[src/rtl/rom_arbiter.sv]
// Shares one memory read port between PRG (CPU) and CHR (PPU) fetches.
// CHR has fixed priority; a starvation counter forces a PRG grant after STARVE CHR grants.
module rom_arbiter #(
  parameter int unsigned STARVE = 4
) (
  input  logic        clk,
  input  logic        reset,
  input  logic [7:0]  prgsize,
  input  logic [20:0] promaddr,
  input  logic        promreq,
  output logic        promack,
  output logic [7:0]  promdata,
  input  logic [20:0] cromaddr,
  input  logic        cromreq,
  output logic        cromack,
  output logic [7:0]  cromdata,
  output logic [21:0] memaddr,
  output logic        memreq,
  input  logic        memack,
  input  logic [7:0]  memrdata
);

  typedef enum logic [1:0] {StIdle, StBusy, StAck} state_e;

  localparam logic [3:0] StarveLim = 4'(STARVE);

  state_e      state_q, state_d;
  logic [3:0]  cnt_q, cnt_d;
  logic        sel_chr_q, sel_chr_d;
  logic        memreq_q, memreq_d;
  logic [21:0] memaddr_q, memaddr_d;
  logic        promack_q, promack_d;
  logic        cromack_q, cromack_d;
  logic [7:0]  promdata_q, promdata_d;
  logic [7:0]  cromdata_q, cromdata_d;

  logic [21:0] chr_addr;
  logic        grant_chr;

  // CHR lives directly after PRG; overflow past 4 MiB wraps silently.
  assign chr_addr  = {prgsize, 14'b0} + {1'b0, cromaddr};
  assign grant_chr = cromreq && !(promreq && (cnt_q == StarveLim));

  always_comb begin
    state_d    = state_q;
    cnt_d      = cnt_q;
    sel_chr_d  = sel_chr_q;
    memreq_d   = memreq_q;
    memaddr_d  = memaddr_q;
    promack_d  = 1'b0;
    cromack_d  = 1'b0;
    promdata_d = promdata_q;
    cromdata_d = cromdata_q;
    unique case (state_q)
      StIdle: begin
        if (!promreq) cnt_d = '0;
        if (cromreq || promreq) begin
          memreq_d = 1'b1;
          state_d  = StBusy;
          if (grant_chr) begin
            sel_chr_d = 1'b1;
            memaddr_d = chr_addr;
            if (promreq && (cnt_q != StarveLim)) cnt_d = cnt_q + 4'd1;
          end else begin
            sel_chr_d = 1'b0;
            memaddr_d = {1'b0, promaddr};
            cnt_d     = '0;
          end
        end
      end
      StBusy: begin
        if (memack) begin
          memreq_d = 1'b0;
          state_d  = StAck;
          if (sel_chr_q) begin
            cromack_d  = 1'b1;
            cromdata_d = memrdata;
          end else begin
            promack_d  = 1'b1;
            promdata_d = memrdata;
          end
        end
      end
      StAck: begin
        // Requests are ignored here so a held req is re-sampled as a fresh one.
        state_d = StIdle;
      end
      default: begin
        state_d = StIdle;
      end
    endcase
  end

  always_ff @(posedge clk or posedge reset) begin
    if (reset) begin
      state_q    <= StIdle;
      cnt_q      <= '0;
      sel_chr_q  <= 1'b0;
      memreq_q   <= 1'b0;
      memaddr_q  <= '0;
      promack_q  <= 1'b0;
      cromack_q  <= 1'b0;
      promdata_q <= '0;
      cromdata_q <= '0;
    end else begin
      state_q    <= state_d;
      cnt_q      <= cnt_d;
      sel_chr_q  <= sel_chr_d;
      memreq_q   <= memreq_d;
      memaddr_q  <= memaddr_d;
      promack_q  <= promack_d;
      cromack_q  <= cromack_d;
      promdata_q <= promdata_d;
      cromdata_q <= cromdata_d;
    end
  end

  assign memreq   = memreq_q;
  assign memaddr  = memaddr_q;
  assign promack  = promack_q;
  assign cromack  = cromack_q;
  assign promdata = promdata_q;
  assign cromdata = cromdata_q;

endmodule

[config.mk]
export PLATFORM = sky130hd
export DESIGN_NAME = rom_arbiter
export DESIGN_NICKNAME = d
export VERILOG_FILES = /design/src/rtl/rom_arbiter.sv
export SDC_FILE = /design/constraint.sdc
export NUM_CORES = 1
export LEC_CHECK = 0
export ABC_AREA = 1
export CAP_MARGIN = 40
export CORE_UTILIZATION = 43
export CTS_BUF_LIST = sky130_fd_sc_hd__clkbuf_16
export CTS_CLUSTER_SIZE = 8
export DETAILED_ROUTE_END_ITERATION = 10
export GPL_TIMING_DRIVEN = 0
export PLACE_DENSITY = 0.87
export SLEW_MARGIN = 20
export SYNTH_ARGS = -nofsm -noshare
export SYNTH_HDL_FRONTEND = slang
export SYNTH_SLANG_ARGS = --single-unit
[constraint.sdc]
create_clock -name clk -period 1.8 [get_ports clk]
set_clock_uncertainty 0.2 [all_clocks]
set_input_delay 0.36 -clock clk [delete_from_list [all_inputs] [get_ports clk]]
set_output_delay 0.36 -clock clk [all_outputs]
set_load 0.005 [all_outputs]
After elaboration in Yosys (flattened, before gate mapping)
Cells that the tools add are included.

Add/sub/neg operators: 2. Reductions and logical operators: 12. Multiplexer cells: 18. Bitwise logic cells: 1. Equality and inequality tests: 5.

Operators by type and width (number): adder 22 x 21 -> 22 bit (1); two-way mux 22 bit (1); two-way mux 4 bit (4); two-way mux 1 bit (9); AND reduction 3 bit (3); adder 4 x 1 -> 4 bit, second input constant (1); == test 4 x 3 -> 1 bit, second input constant (1); two-way mux 2 bit (2); inequality test 2 bit, second input constant (2); inequality test 4 x 3 -> 1 bit, second input constant (1); case mux 2 bit (2 select lines) (1); AND reduction 2 bit (2); logical AND 1 bit (3); == test 2 x 1 -> 1 bit, second input constant (1); logical NOT 2 bit (1); case mux 1 bit (2 select lines) (1); nonzero test 2 bit (1); logical NOT 1 bit (1); logical OR 1 bit (1); NOT 1 bit (1).

Bits in registers: 48. Word-level logic and storage cells: 47. Bits of input ports: 63. Output and inout bits: 41.

Longest topological paths before layout
Word-level depth: 6. Gate-level depth with buffers: 11. Mapped depth without buffers: 11.

Worst setup path after synthesis
No wires, ideal clock.

Kind: input to register. Start point: input prgsize[0]. End point: register memaddr_q[20] (netlist: memaddr[20]). Required time: 1.484 ns. Slack: 0.080 ns. Stages on the path: 11. Path buffers: 0. Data arrival time: 1.404 ns. Library setup time: 0.116 ns. Cell sequence: ha_1 > inv_1 > fa_1 > inv_1 > nand2_1 > nand2_1 > nand3_1 > nand3_1 > nand3_1 > nand2_1 > nand2_1.

Cells in the longest elaborated chain, start to end: 2.

Ends and longest elaborated chain: from (decl) (RTL line 8) `input logic [7:0] prgsize,`; adder 22 x 21 -> 22 bit (RTL line 41) `assign chr_addr = {prgsize, 14'b0} + {1'b0, cromaddr};`; two-way mux 22 bit (RTL line 60) `if (grant_chr) begin`; to (signal assigned) (RTL line 110) `memaddr_q <= memaddr_d;`; to (decl) (RTL line 31) `logic [21:0] memaddr_q, memaddr_d;`.

No other way between the ends. A chain may end at the register's enable or synchronous reset.

Worst setup path after layout
Start point: input cromaddr[20]. End point: register memaddr_q[21] (netlist: memaddr[21]).

Cells in the longest elaborated chain, start to end: 2.

Ends and longest elaborated chain: from (decl) (RTL line 13) `input logic [20:0] cromaddr,`; adder 22 x 21 -> 22 bit (RTL line 41); two-way mux 22 bit (RTL line 60).

No other way between the ends.

==> results_dict.tcl <==
set metrics [dict create \
    drt_iter0_drc 144 \
    critical_path_peak_fanout 4 \
    fp.coreArea_um2 5570 \
    internal_power_w 0.00342 \
    dieWidth_um 78.4 \
    drc 0 \
    firstDrtPassIters 4 \
    peakVddDrop_mv 0.689 \
    slew_headroom_pct 67.3 \
    grt_start_max_net_pins 28 \
    areaGrowthSynthToFinish_pct 54.1 \
    cts_tree "yes" \
    cp.required_ps 1770 \
    placed_area_um2 3650 \
    ys_seq_elements 48 \
    rsz0062_at_grt "true" \
    detail-route-antenna-nets 0 \
    grt.overflow.total 0 \
    p_leak_nw 1.80 \
    powerDensity_nw_per_um2 1340 \
    seqPwrFrac_pct 35.8 \
    hold_viol_final 0 \
    synth_cell_types 25 \
    ys_seq_area_share_pct 47.9 \
    grt_pass1_vias 2433 \
    hp-class "in2async" \
    grt_pass1_wl_um 11100 \
    cap_viol_max_count 0 \
    report.final.slew_viol_count 0 \
    clk_latency_ps 280 \
    syn_inst 297 \
    pre_cts_slack_ps -552 \
    diodes 0 \
    clk_pin_slew_worst_paths_ps 60 \
    cp-start-kind "input port" \
    fin_ws_ps 55.0 \
    synth.net_count 370 \
    whs_ps 218 \
    fin_crit_sh_pct 96.9 \
    setup_violations 0 \
    via_per_inst 5.07 \
    yosys_warnings 0 \
    num_vias 2443 \
    syn_avg_cell_area_um2 8.44 \
    io_buffers 103 \
    dp.cells 473 \
    final_cell_area_um2 3860 \
    cts-root-buf "clkbuf_16" \
    status "finished clean" \
    final_common_cell "clkdlybuf4s50_1" \
    tightest_slew_ps 489 \
    gp_congestion 0.909 \
    p_clk_share_pct 17.3 \
    layout_common_cells "clkdlybuf4s50_1, nand2_1, dfrtp_1" \
    fp.dieArea_um2 6140 \
    grt_antenna_before_repair 0 \
    end_kind "register" \
    clockBufferDepth 2 \
    synth_top_cell_by_area "dfrtp_1" \
    cp.arrival_ps 1720 \
    max_clock_freq_mhz 573 \
    cts_num_sinks 48 \
    finalNetCount 482 \
    period_needed_ps 1750 \
    cts_buffers 5 \
    dpl.hpwl_um 4990 \
    crit_type "in2reg" \
    initial_utilization_pct 45.0 \
    comb_power_share_pct 46.9 \
    pin_count 104 \
    core.rowCount 27 \
    synth_area_leaders "dfrtp_1, nand2_1, a21oi_1, o21ai_2, inv_1" \
    routedWlPerCell_um 13.8 \
    wl_um 6670 \
    switching_share_pct 34.0 \
    htree_num_levels 2 \
    grt_util_all_layers_pct 23.5 \
    die_h_um 78.4 \
    synth_top_area_share_pct 47.9 \
    p_switching_w 0.00176 \
    fin_cells 482 \
    syn_area_um2 2510 \
    drive_above_1_share_pct 16.3 \
]
through the flow:
step                      TNS (ps)  power, W  util, %
final                            0   0.00518     69.3
after global routing         -35.9   0.00556     69.3
after CTS                        0   0.00521     68.5
after detailed placement     -4610   0.00427     65.5
after global placement      -44580   0.00418     65.1
after floorplan                  0   0.00297        -
path summary, 6_finish.rpt:
check                             startpoint           to  slack [ps]  cells past startpoint
worst min-delay path                   reset  promdata[0]         220                      2
worst max register to register      cnt_q[0]  memaddr[17]         120                      8
worst min register to register     sel_chr_q      promack         270                      1
min in group clk                   sel_chr_q      promack         270                      1
max in group asynchronous              reset  memaddr[20]         670                      3
worst max-delay path            cromaddr[20]  memaddr[21]          50                      8
sequential cells by signal, summed over array words and instances (netlist names):
name	cells
cnt_q	4
cromack	1
cromdata	8
memaddr	22
memreq	1
promack	1
promdata	8
sel_chr_q	1
state_q	2
power groups by stage:
stage	combinational, W	clock [W]	sequential [W]
after floorplan	0.00110	0	0.00188
after global placement	0.00234	0	0.00184
after detailed placement	0.00241	0	0.00187
after CTS	0.00243	0.000922	0.00186
after global routing	0.00267	0.000974	0.00191
final	0.00243	0.000897	0.00186
cells by family (layout without fill, tap and decap cells):
family / after synthesis / count (layout) / share of synthesized area [%]
adder cells (fa/ha/maj): 10 / 10 / 5.29
flip-flops: 48 / 48 / 47.9
XOR/XNOR: 2 / 2 / 0.699
AND/OR/NAND/NOR: 125 / 125 / 21.5
buffers and inverters: 48 / 161 / 8.68
AO/OA/AOI/OAI: 64 / 64 / 16.0
Yosys cell counts:
cell       n
buf_2      6
xor2_1     1
o21ai_1    1
o21ai_4    1
ha_1       9
o31ai_1    1
nor2_2     1
o21ai_2   17
nand3_1   11
inv_2      5
a31oi_1    1
nor2_1    26
a21oi_1   39
inv_1     33
o22ai_1    1
xnor2_1    1
o21ai_0    3
dfrtp_1   48
fa_1       1
nand2_1   73
nand2_2    5
nand3b_1   2
buf_6      4
nand4_1    4
nor2_4     3
final cells by class:
cell class,instances,area [µm²]
tap,72,90.1
clock inverter,3,17.5
sequential,48,1200
buffer,10,88.8
multi-input combinational,201,1140
inverter,38,143
clock buffer,5,125
fill,431,1710
timing repair buffer,105,1060
repair_timing:
| item | CTS | global route |
|---|---|---|
| pin swaps | 4 | 2 |
| buffers inserted | 1 | 0 |
| gates resized for setup | 12 | 15 |
| hold buffers | 0 | 0 |
| setup endpoints to repair | 4 | 22 |
metal layers:
metal  track usage (%)  part of all wire [%]
met5                 0                     0
met4              6.67                   1.8
met3              6.63                   5.4
met2              42.5                    53
met1              26.8                    39
critical path, cell delays in order:
cell and delay [ps]:
clkdlybuf4s50_1 420, ha_1 340, nand2_1 90, inv_1 60, a21oi_1 210, nand3b_1 100, nand3b_1 90, nand2_1 50
Note: power is estimated with default switching activity, not from simulation.
